$ cat src/rtl/alu_seq_muldiv.sv
// alu_seq_muldiv: handshaked calc unit sitting between decode and writeback.
//
// Base ops (opt 0-7) and the null ops (E/F) return a registered result one
// cycle after accept. With ALU_MULDIV_EN defined, opt 8-D run an iterative
// shift-add multiplier (XLEN+1 cycles) or a restoring divider plus a sign
// fix-up cycle (XLEN+2 cycles). Without ALU_MULDIV_EN, opt 8-D return 0
// after one cycle and no iteration state exists.
//
// Ports:
//   clk, rst              clock, synchronous active-high reset
//   in_valid / in_ready   request handshake; opt, a, b captured on accept
//   out_valid / out_ready result handshake; result held while stalled
//   result                XLEN-bit result
//   busy                  multi-cycle op in progress (MUL, DIV or FIX)
module alu_seq_muldiv #(
  parameter int XLEN = 32
) (
  input  logic            clk,
  input  logic            rst,
  input  logic            in_valid,
  output logic            in_ready,
  input  logic [3:0]      opt,
  input  logic [XLEN-1:0] a,
  input  logic [XLEN-1:0] b,
  output logic            out_valid,
  input  logic            out_ready,
  output logic [XLEN-1:0] result,
  output logic            busy
);

  localparam int SHAMT_W = $clog2(XLEN);

  function automatic logic [XLEN-1:0] base_op(input logic [2:0] op,
                                              input logic [XLEN-1:0] x,
                                              input logic [XLEN-1:0] y);
    logic signed [XLEN-1:0] xs;
    logic [SHAMT_W-1:0]     sh;
    logic [XLEN-1:0]        r;
    xs = x;
    sh = y[SHAMT_W-1:0];
    r  = '0;
    case (op)
      3'd0:    r = x + y;
      3'd1:    r = x - y;
      3'd2:    r = x << sh;
      3'd3:    r = xs >>> sh;
      3'd4:    r = x >> sh;
      3'd5:    r = x & y;
      3'd6:    r = x | y;
      default: r = x ^ y;
    endcase
    return r;
  endfunction

  logic            accept;
  logic            single;
  logic [XLEN-1:0] single_res;
  logic            produce;
  logic [XLEN-1:0] res_nxt;
  logic            multi_done;
  logic [XLEN-1:0] multi_res;

  assign accept = in_valid && in_ready;

`ifdef ALU_MULDIV_EN

  // Two's-complement magnitude; -2^(XLEN-1) maps onto itself, which the
  // unsigned divider treats as 2^(XLEN-1).
  function automatic logic [XLEN-1:0] magnitude(input logic [XLEN-1:0] v,
                                                input logic sgn);
    logic signed [XLEN-1:0] sv;
    sv = v;
    return (sgn && sv < 0) ? -v : v;
  endfunction

  function automatic logic [XLEN-1:0] apply_sign(input logic [XLEN-1:0] v,
                                                 input logic neg);
    return neg ? -v : v;
  endfunction

  typedef enum logic [1:0] {S_IDLE, S_MUL, S_DIV, S_FIX} state_t;
  state_t state, state_nxt;

  logic [SHAMT_W-1:0] cnt;
  logic [XLEN-1:0]    opa;     // multiplicand or divisor magnitude
  logic [XLEN-1:0]    hi;      // product high half / partial remainder
  logic [XLEN-1:0]    lo;      // multiplier -> product low half / quotient
  logic               hi_sel;  // MULHU or remainder result
  logic               neg_q;
  logic               neg_r;
  logic               last;

  logic               is_mul, is_div, sgn_op;
  logic               start_mul, start_div;

  logic [XLEN:0]      mul_sum;
  logic [XLEN-1:0]    mul_hi_nxt, mul_lo_nxt;
  logic [XLEN:0]      div_shift, div_trial;
  logic [XLEN-1:0]    div_hi_nxt, div_lo_nxt;

  assign is_mul    = (opt == 4'h8) || (opt == 4'h9);
  assign is_div    = (opt >= 4'hA) && (opt <= 4'hD);
  assign sgn_op    = opt[2];
  assign start_mul = accept && is_mul;
  assign start_div = accept && is_div && (b != '0);
  assign single    = accept && !start_mul && !start_div;
  assign last      = (cnt == '0);

  // Shift-add step: add multiplicand on multiplier LSB, shift the 2*XLEN
  // product (with carry) right by one.
  assign mul_sum    = {1'b0, hi} + (lo[0] ? {1'b0, opa} : '0);
  assign mul_hi_nxt = mul_sum[XLEN:1];
  assign mul_lo_nxt = {mul_sum[0], lo[XLEN-1:1]};

  // Restoring step: bring in the next dividend bit and keep the
  // subtraction only if it does not go negative.
  assign div_shift  = {hi, lo[XLEN-1]};
  assign div_trial  = div_shift - {1'b0, opa};
  assign div_hi_nxt = div_trial[XLEN] ? div_shift[XLEN-1:0] : div_trial[XLEN-1:0];
  assign div_lo_nxt = {lo[XLEN-2:0], ~div_trial[XLEN]};

  always_ff @(posedge clk) begin
    if (rst) state <= S_IDLE;
    else     state <= state_nxt;
  end

  always_comb begin
    state_nxt = state;
    case (state)
      S_IDLE: begin
        if (start_mul)      state_nxt = S_MUL;
        else if (start_div) state_nxt = S_DIV;
      end
      S_MUL:   if (last) state_nxt = S_IDLE;
      S_DIV:   if (last) state_nxt = S_FIX;
      default: state_nxt = S_IDLE;
    endcase
  end

  always_comb begin
    busy     = (state != S_IDLE);
    in_ready = (state == S_IDLE) && (!out_valid || out_ready);
  end

  always_ff @(posedge clk) begin
    if (rst) begin
      cnt    <= '0;
      opa    <= '0;
      hi     <= '0;
      lo     <= '0;
      hi_sel <= 1'b0;
      neg_q  <= 1'b0;
      neg_r  <= 1'b0;
    end else begin
      case (state)
        S_IDLE: begin
          if (start_mul) begin
            cnt    <= SHAMT_W'(XLEN - 1);
            opa    <= a;
            hi     <= '0;
            lo     <= b;
            hi_sel <= opt[0];
            neg_q  <= 1'b0;
            neg_r  <= 1'b0;
          end else if (start_div) begin
            cnt    <= SHAMT_W'(XLEN - 1);
            opa    <= magnitude(b, sgn_op);
            hi     <= '0;
            lo     <= magnitude(a, sgn_op);
            hi_sel <= opt[0];
            neg_q  <= sgn_op && (a[XLEN-1] ^ b[XLEN-1]);
            neg_r  <= sgn_op && a[XLEN-1];
          end
        end
        S_MUL: begin
          hi  <= mul_hi_nxt;
          lo  <= mul_lo_nxt;
          cnt <= cnt - 1'b1;
        end
        S_DIV: begin
          hi  <= div_hi_nxt;
          lo  <= div_lo_nxt;
          cnt <= cnt - 1'b1;
        end
        default: ;
      endcase
    end
  end

  always_comb begin
    multi_done = 1'b0;
    multi_res  = '0;
    if (state == S_MUL && last) begin
      multi_done = 1'b1;
      multi_res  = hi_sel ? mul_hi_nxt : mul_lo_nxt;
    end else if (state == S_FIX) begin
      multi_done = 1'b1;
      multi_res  = hi_sel ? apply_sign(hi, neg_r) : apply_sign(lo, neg_q);
    end
  end

`else

  assign single     = accept;
  assign multi_done = 1'b0;
  assign multi_res  = '0;
  assign busy       = 1'b0;
  assign in_ready   = !out_valid || out_ready;

`endif

  always_comb begin
    single_res = '0;
    if (!opt[3]) single_res = base_op(opt[2:0], a, b);
`ifdef ALU_MULDIV_EN
    // Only divide-by-zero reaches here among A-D: quotient all ones,
    // remainder returns the dividend.
    else if (is_div) single_res = opt[0] ? a : '1;
`endif
  end

  always_comb begin
    produce = single || multi_done;
    res_nxt = single ? single_res : multi_res;
  end

  // Output register stage
  always_ff @(posedge clk) begin
    if (rst) begin
      out_valid <= 1'b0;
      result    <= '0;
    end else if (produce) begin
      out_valid <= 1'b1;
      result    <= res_nxt;
    end else if (out_ready) begin
      out_valid <= 1'b0;
    end
  end

endmodule

$ cat config.mk
export PLATFORM = sky130hd
export DESIGN_NAME = alu_seq_muldiv
export DESIGN_NICKNAME = d
export VERILOG_FILES = /design/src/rtl/alu_seq_muldiv.sv
export SDC_FILE = /design/constraint.sdc
export NUM_CORES = 1
export LEC_CHECK = 0
export CELL_PAD_IN_SITES_DETAIL_PLACEMENT = 0
export CELL_PAD_IN_SITES_GLOBAL_PLACEMENT = 1
export CORE_MARGIN = 2
export CORE_UTILIZATION = 40
export DETAILED_ROUTE_END_ITERATION = 7
export GPL_TIMING_DRIVEN = 0
export PLACE_DENSITY_LB_ADDON = 0.1
export SYNTH_ARGS = -nofsm -noshare
export SYNTH_HDL_FRONTEND = slang
export SYNTH_SLANG_ARGS = --single-unit
$ cat constraint.sdc
create_clock -name clk -period 8.64 [get_ports clk]
set_clock_uncertainty 0.15 [all_clocks]
set_input_delay 1.728 -clock clk [delete_from_list [all_inputs] [get_ports clk]]
set_output_delay 1.728 -clock clk [all_outputs]
set_load 0.01 [all_outputs]
### Word-level counts from Yosys, hierarchy flattened

Index checks and enable logic that the tools add are counted.

| storage, ports and cells | value |
|---|---|
| bits in registers | 33 |
| output and inout bits | 35 |
| word-level logic and storage cells | 25 |

| cells by class | value |
|---|---|
| $add $sub $neg | 2 |
| equal/unequal tests | 6 |
| shift operators | 3 |
| muxes and demuxes | 4 |
| bitwise logic cells | 3 |
| reduce and logical (&&, ||, !) cells | 5 |

Operators by type and width:

| cell | count |
|---|---|
| $pmux 32 s7 | 1 |
| $add 32x32->32 | 1 |
| $and 32x32->32 | 1 |
| $mux 32 | 1 |
| $or 32x32->32 | 1 |
| $shl 32x5->32 | 1 |
| $shr 32x5->32 | 1 |
| $sshr 32x5->32 | 1 |
| $sub 32x32->32 | 1 |
| $xor 32x32->32 | 1 |
| $eq 3x3->1 const B | 3 |
| $eq 3x2->1 const B | 2 |
| $eq 3x1->1 const B | 1 |
| $logic_not 3->1 | 1 |
| $mux 1 | 2 |
| $reduce_bool 2->1 | 1 |
| $logic_and 1x1->1 | 1 |
| $logic_not 1->1 | 1 |
| $logic_or 1x1->1 | 1 |

### Depth between registers and ports, before layout

Gate-level depths: netlist of run 1.

| logic depth | value |
|---|---|
| word-level depth | 4 |
| mapped depth | 23 |

### Worst setup path after synthesis of run 1

No wires, ideal clock.

| path | value |
|---|---|
| kind | input to register |
| start | input port b[0] |
| end | register result[31] |
| setup time | 0.120 ns |
| data arrival time | 5.989 ns |
| required time | 8.370 ns |
| setup slack | 2.381 ns |
| stages | 23 |
| path through | buf_2 > buf_4 > inv_1 > buf_2 > buf_1 > ha_1 > nand2_1 > nor4_4 > nand2_2 > nor4_4 > and2b_1 > nor2_1 > xnor2_1 > ha_1 > clkbuf_1 > a21oi_1 > o21ai_0 > o41ai_1 > nor2_1 > a211oi_1 > a31oi_1 > o2111a_1 > a211o_1 |

| on the way | value |
|---|---|
| cells in the longest elaborated chain, start to end | 3 |

RTL lines:

| element | RTL line | text |
|---|---|---|
| start: declaration | 24 | `input logic [XLEN-1:0] b,` |
| $sub 32x32->32, or another cell as far along | 44 | `3'd1: r = x - y;` |
| $pmux 32 s7 (*) | 42 | `case (op)` |
| $mux 32 (*) | 214 | `if (!opt[3]) single_res = base_op(opt[2:0], a, b);` |
| end signal: assignment | 234 | `result <= res_nxt;` |
| end: declaration | 27 | `output logic [XLEN-1:0] result,` |

Mark *: on every way between the ends. The rest lies on a longest branch, timed or not.
A chain may end at the register's enable or synchronous reset.

### Final worst setup path of run 1

Same ends and word-level chain as after synthesis.

==> impl_metrics.tcl, run 1 <==
set metrics [dict create \
    status "complete, no violations" \
    cts_buffers 5 \
    overflow 0 \
    leakage_nw 4.28 \
    place.gp.congestion 1.07 \
    drv_slew 0 \
    switchingPower_w 0.000537 \
    relSlewSlack_pct 3.83 \
    die_w_um 157 \
    synth_edf_count 0 \
    yosysSeqAreaShare_pct 7.03 \
    r2r_end "result[10]" \
    grt_pass1_vias 10552 \
    post-route-min-period_ns 7.89 \
    max_freq_mhz 127 \
    slowest_stage "buf_2" \
    cpLargestDelayFamily "buffers and inverters" \
    p_per_area_nw_per_um2 98.6 \
    drive_gt1_share_pct 9.62 \
    htreeDepth 2 \
    r2r-start "out_valid" \
    cts_buffer_depth 2 \
    vias 11339 \
    core-area_sq_um 23300 \
    cp-start-kind "primary input" \
    yosys_warnings 0 \
    grt_util_all_layers_pct 40.9 \
    syn_to_final_growth_pct 16.8 \
    fin_nets 1522 \
    path_class "primary input to flip-flop" \
    drt_iter0_drc 1402 \
    p_int_w 0.000544 \
    cts_tree "built" \
    root_buffer "clkbuf_16" \
    setup_viol 0 \
    rsz0062_at_grt "no" \
    reg2reg_slack_ns 6.00 \
    critPathMaxFanout 21 \
    worstPathBufferInverterCount 6 \
    wl_per_cell_um 30.4 \
    dp_hpwl_um 40900 \
    routed_wl_um 50900 \
    end_kind "flip-flop" \
    reg2reg_depth 7 \
    dieHeight_um 157 \
    first_pass_iters 6 \
    p_seq_share_pct 15.5 \
    io_pins 107 \
    clk_pin_slew_worst_paths_ns 0.06 \
    synth_largest_area_cell "mux4_2" \
    switching_share_pct 49.7 \
    combPwrFrac_pct 66.1 \
    postCtsHoldBufs 0 \
    path_cells "clkdlybuf4s50_1 > buf_2 > buf_4 > inv_1 > buf_2 > ha_1 > nand2_1 > nor4_4 > nand2_2 > nor4_4 > nor2_1 > xnor2_1 > ha_1 > clkbuf_1 > nand4_1 > nor3_1 > nand2_1 > a21oi_1 > o21ai_0 > a31oi_1 > nor3_1 > a211o_1" \
    grt_max_degree 13 \
    cap_viol_max_count 0 \
    cp.required_ns 8.68 \
    start_util_pct 40.4 \
    hold_class "flip-flop to flip-flop" \
    antenna_found_initial 1 \
    hold_viol_final 0 \
    yosys.area.top_type_share_pct 17.0 \
    synth.avg_cell_area_sq_um 7.56 \
    port_buffers 103 \
    ys_ff_latch 33 \
    rows 56 \
    synthesis.nets 1413 \
    worstPathArrival_ns 7.93 \
    instances_no_fill 1672 \
    total_power_w 0.00108 \
    ant_nets 0 \
    yosysUniqueCellTypes 82 \
    final_util_pct 47.1 \
    synthesis.area_sq_um 9390 \
    min_to "result[8]" \
    route.detailed.drc 0 \
    period_share_pct 91.3 \
    vdd_drop_max_mv 0.0792 \
    ys_async_sr_fraction_pct 0 \
    clkSinkCount 33 \
    grt_pass1_wl_um 73000 \
    whs_path_depth 2 \
    clk_latency_ns 0.31 \
    worst_pin_slew_ns 1.43 \
    synth_top_flop_cell "dfxtp_1" \
    routed_via_density 6.78 \
    synthTopCellsByArea "mux4_2 17%, ha_1 13%, o21ai_0 8.6%" \
    dp.cells 1665 \
    cpPeakStageDelay_ns 0.56 \
    syn_inst 1243 \
    cts_setup_buffers 0 \
    clkPwrFrac_pct 18.4 \
    cts_resized 0 \
    die-area_sq_um 24700 \
    hold_path.startpoint "result[8]" \
]
worst register-to-register path, stage by stage, from the launching register on:
cell and delay (ns):
dfxtp_1 0.32, nand2b_1 0.14, nand2_1 0.14, nor3_1 0.68, o21ai_0 0.30, nor2_1 0.57, a22oi_1 0.14, o21ai_0 0.13
cells by family after synthesis:
logic type	share of synthesized area (%)
AOI/OAI and AO/OA	29.7
and+or+nand+nor	16.2
buffers and inverters	8.05
muxes	21.4
adders and majority gates	13.1
xor gates and xnor gates	4.38
DFF	7.03
other	0.0399
sequential cells by signal (all words and copies together), names as in the netlist:
signal / flops
out_valid: 1
result: 32
layout by cell type, fill, tap and decap left out, types with 7 or more instances in the layout:
cell type        netlist  final
or3_1                  7      7
clkbuf_1              68     68
o22ai_1               10     10
clkdlybuf4s50_1        0    103
nor2_1               127    127
nand2b_1              13     13
ha_1                  97     97
a221o_1               13     13
a221oi_1              14     14
buf_2                 19     19
nand3_1               13     13
nand2_1              106    106
a211o_1               10     10
mux2_2                10     10
a21oi_1               77     77
buf_1                 14     13
dfxtp_1               33     33
o31ai_1                9      9
a211oi_1              20     20
a22oi_1                8      8
o211ai_1               7      7
o21ai_0              161    161
nor3_1                24     24
xnor2_1               41     41
nand4_1                8      8
buf_4                  8      8
a21o_1                13     13
inv_1                 73     73
o21a_1                 9      9
mux2i_1               30     30
a31oi_1               15     15
mux4_2                71     71
cells in the mapped netlist, types with 4 or more instances:
| master | n |
|---|---|
| o31ai_1 | 9 |
| buf_2 | 19 |
| nand4_1 | 8 |
| a222oi_1 | 6 |
| and3_1 | 6 |
| a221o_1 | 13 |
| inv_1 | 73 |
| a221oi_1 | 14 |
| a22o_1 | 4 |
| a21o_1 | 13 |
| a22oi_1 | 8 |
| a41oi_1 | 4 |
| nor2b_1 | 4 |
| o21a_1 | 9 |
| o21bai_1 | 4 |
| nor3_1 | 24 |
| a2111oi_0 | 4 |
| nand3_1 | 13 |
| nand2b_1 | 13 |
| a21oi_1 | 77 |
| buf_1 | 14 |
| nor4_1 | 5 |
| a211oi_1 | 20 |
| mux2_2 | 10 |
| nand2_1 | 106 |
| o211ai_1 | 7 |
| buf_4 | 8 |
| o22ai_1 | 10 |
| nor2_1 | 127 |
| a31oi_1 | 15 |
| xor2_1 | 6 |
| a32oi_1 | 5 |
| mux2i_1 | 30 |
| ha_1 | 97 |
| a211o_1 | 10 |
| o21ai_0 | 161 |
| or3_1 | 7 |
| xnor2_1 | 41 |
| dfxtp_1 | 33 |
| mux4_2 | 71 |
| clkbuf_1 | 68 |
| o221ai_1 | 4 |
power by group through the flow:
stage          sequential (W)  combinational (W)  clock (W)
2_1_floorplan        0.000172           0.000418          0
3_3_place_gp         0.000170           0.000689          0
3_5_place_dp         0.000170           0.000684          0
4_1_cts              0.000167           0.000689   0.000198
5_1_grt              0.000168           0.000755   0.000203
6_report             0.000167           0.000714   0.000199
routing by layer:
metal / vias up / track usage, % / routed length, um
met5: - / 0 / 13
met4: 2 / 19.4 / 2750
met3: 171 / 7.63 / 5280
met2: 805 / 60.6 / 21600
met1: 5466 / 57.0 / 21200
li1: 4895 / - / -
worst max-delay path by stage:
stage | from | to | slack (ns) | cells past startpoint
6_report | b[0] | result[31] | 0.75 | 22
2_1_floorplan | b[0] | result[31] | 2.38 | 23
5_1_grt | b[0] | result[31] | 0.42 | 22
3_5_place_dp | b[0] | result[31] | -0.03 | 23
4_1_cts | b[0] | result[31] | 0.26 | 23
3_3_place_gp | b[0] | result[31] | -0.02 | 23
final cells by class:
| class | count | area, sq um |
|---|---|---|
| diodes | 1 | 2.50 |
| clock inverters | 1 | 7.51 |
| plain buffers | 109 | 470 |
| fillers | 2441 | 12300 |
| repair buffers | 103 | 1030 |
| well taps | 319 | 399 |
| inverters | 75 | 282 |
| flip-flops and latches | 33 | 661 |
| multi-input cells | 1025 | 7980 |
| clock buffers | 6 | 139 |
per-stage QoR:
stage	setup TNS, ns	cell area (sq um)	hold WS [ns]	setup WS (ns)
6_report	0	11000	0.297	0.750
3_5_place_dp	-0.0293	10800	0.289	-0.0293
4_1_cts	0	11000	0.299	0.259
2_1_floorplan	0	9390	0.313	2.38
3_3_place_gp	-0.0180	10800	0.278	-0.0180
5_1_grt	0	11000	0.332	0.421
Note: power is estimated with default switching activity, not from simulation.
==> run 2: changes to the inputs <==
CORE_MARGIN = unset   (was 2)
==> run 2 against run 1 <==
  * The flow now finishes with violations (capacitance limit, slew limit)
  * Critical endpoint unchanged
  * Worst hold slack worse by 0.0091 ns
  * Via count is 0.78% higher
  * Power is 0.31% higher
  * Critical path type unchanged
  * Largest power group unchanged
  * Final cell count is 0.36% lower
  * Global-route usage is 1.6 points higher
  * Largest cell class unchanged
  * Cell area hardly changed
  * First-iteration DRC count is 20% higher
==> impl_metrics.tcl, run 2 (synthesis results as in run 1) <==
set metrics [dict create \
    setup_viol 0 \
    syn_to_final_growth_pct 16.7 \
    whs_ns 0.288 \
    end_kind "flip-flop" \
    reg_top3 "result: 32 flops, out_valid: 1 flops" \
    path_cells "clkdlybuf4s50_1 > buf_2 > buf_4 > inv_1 > buf_2 > ha_1 > nand2_1 > nor4_4 > nand2_2 > nor4_4 > nor2_1 > xnor2_1 > ha_1 > clkbuf_1 > nand4_1 > nor3_1 > nand2_1 > a21oi_1 > o21ai_0 > a31oi_1 > nor3_1 > a211o_1" \
    hold_viol_final 0 \
    dieHeight_um 155 \
    overflow 0 \
    clk_latency_ns 0.30 \
    drive_gt1_share_pct 9.62 \
    place.gp.congestion 1.06 \
    cts_buffers 5 \
    postCtsHoldBufs 0 \
    grt_max_degree 13 \
    path_class "primary input to flip-flop" \
    root_buffer "clkbuf_16" \
    leakage_nw 4.28 \
    ant_nets 0 \
    fin_nets 1522 \
    wl_per_cell_um 30.5 \
    grt_busiest_layer "met2" \
    violations "capacitance limit, slew limit" \
    max_freq_mhz 124 \
    die-area_sq_um 24100 \
    register_area_sq_um 661 \
    start_util_pct 41.1 \
    clkSinkCount 33 \
    route.detailed.drc 0 \
    top_register "result" \
    met3_usage_pct 8.41 \
    worst_pin_slew_ns 1.56 \
    use_met1_pct 57.6 \
    htreeDepth 2 \
    vias 11428 \
    drv_slew 8 \
    critPathMaxFanout 21 \
    multi_input_area_sq_um 7980 \
    core-area_sq_um 22800 \
    post-route-min-period_ns 8.05 \
    clk_pin_slew_worst_paths_ns 0.07 \
    tns_ns 0 \
    cap_viol_max_count 1 \
    routed_via_density 6.86 \
    relSlewSlack_pct -5.02 \
    io_pins 107 \
    cts_setup_buffers 0 \
    p_per_area_nw_per_um2 98.9 \
    port_buffers 103 \
    rsz0062_at_grt "no" \
    met2_usage_pct 65.0 \
    die_w_um 155 \
    worstPathArrival_ns 8.08 \
    vdd_drop_max_mv 0.0780 \
    rows 55 \
    period_share_pct 93.1 \
    largest_reg_flops 32 \
    cp.required_ns 8.67 \
    mostFrequentLayoutCell "o21ai_0" \
    grt_util_all_layers_pct 42.5 \
    first_pass_iters 6 \
    final_cell_mix "161 x o21ai_0, 127 x nor2_1, 106 x nand2_1" \
    cts_tree "built" \
    cts_resized 0 \
    nFillCells 2442 \
    dp_hpwl_um 40800 \
    hold_class "flip-flop to flip-flop" \
    antenna_found_initial 0 \
    cp-start-kind "primary input" \
    grt_pass1_wl_um 74400 \
    cpPeakStageDelay_ns 0.55 \
    grt_pass1_vias 10732 \
    cts_buffer_depth 2 \
    routed_wl_um 50800 \
    slowest_stage "buf_2" \
    drt_iter0_drc 1678 \
    status "finished, violations left" \
]
==> run 2: routing by layer <==
metal | vias up | share of wire [%]
li1 | 4890 | -
met1 | 5487 | 41
met2 | 881 | 43
met3 | 170 | 11
met4 | 0 | 5.1
met5 | - | 0
==> run 2: worst max-delay path: cells and delay by family <==
| family | cells | cell delay [ns] |
|---|---|---|
| compound gates | 4 | 1.53 |
| xor+xnor | 1 | 0.17 |
| fa+ha+maj | 2 | 0.55 |
| buf+inv | 6 | 2.06 |
| simple gates | 9 | 2.01 |
==> run 2: final cells by class <==
class                   instances  area share, %
repair buffers                103           9.41
well taps                     313           3.57
diodes                          1         0.0228
plain buffers                 109           4.29
flip-flops and latches         33           6.03
inverters                      75           2.57
clock inverters                 1         0.0685
clock buffers                   6           1.27
multi-input cells            1025           72.8
==> run 2: power breakdown <==
part           internal, W  total, W  switching (W)  leakage, nW
clock network     0.000114  0.000200      0.0000868       0.0690
registers         0.000161  0.000167     0.00000647        0.269
logic             0.000269  0.000717       0.000447         3.95
==> run 2: worst paths after layout <==
path | start | endpoint | slack, ns | depth (start not counted)
setup / recovery | b[0] | result[31] | 0.59 | 22
hold / removal | result[8] | result[8] | 0.29 | 2
setup reg to reg | out_valid | result[30] | 5.97 | 8
hold reg to reg | result[8] | result[8] | 0.29 | 2
==> run 2: metrics by stage <==
stage / power, W / area, sq um / util, % / worst slack, ns / std cells
floorplan: 0.000590 / 9390 / - / 2.38 / 1243
global placement: 0.000858 / 10800 / 47.3 / 0.0855 / 1659
detailed placement: 0.000855 / 10800 / 47.3 / 0.0292 / 1659
CTS: 0.00106 / 11000 / 48.0 / 0.327 / 1666
global route: 0.00113 / 11000 / 48.0 / 0.408 / 1665
finish: 0.00108 / 11000 / 48.0 / 0.593 / 1666
==> run 3: changes to the inputs <==
HOLD_SLACK_MARGIN = 0.1   (was unset)
==> results of run 3 <==
The final DEF is identical to that of run 2; final timing and power are the same.
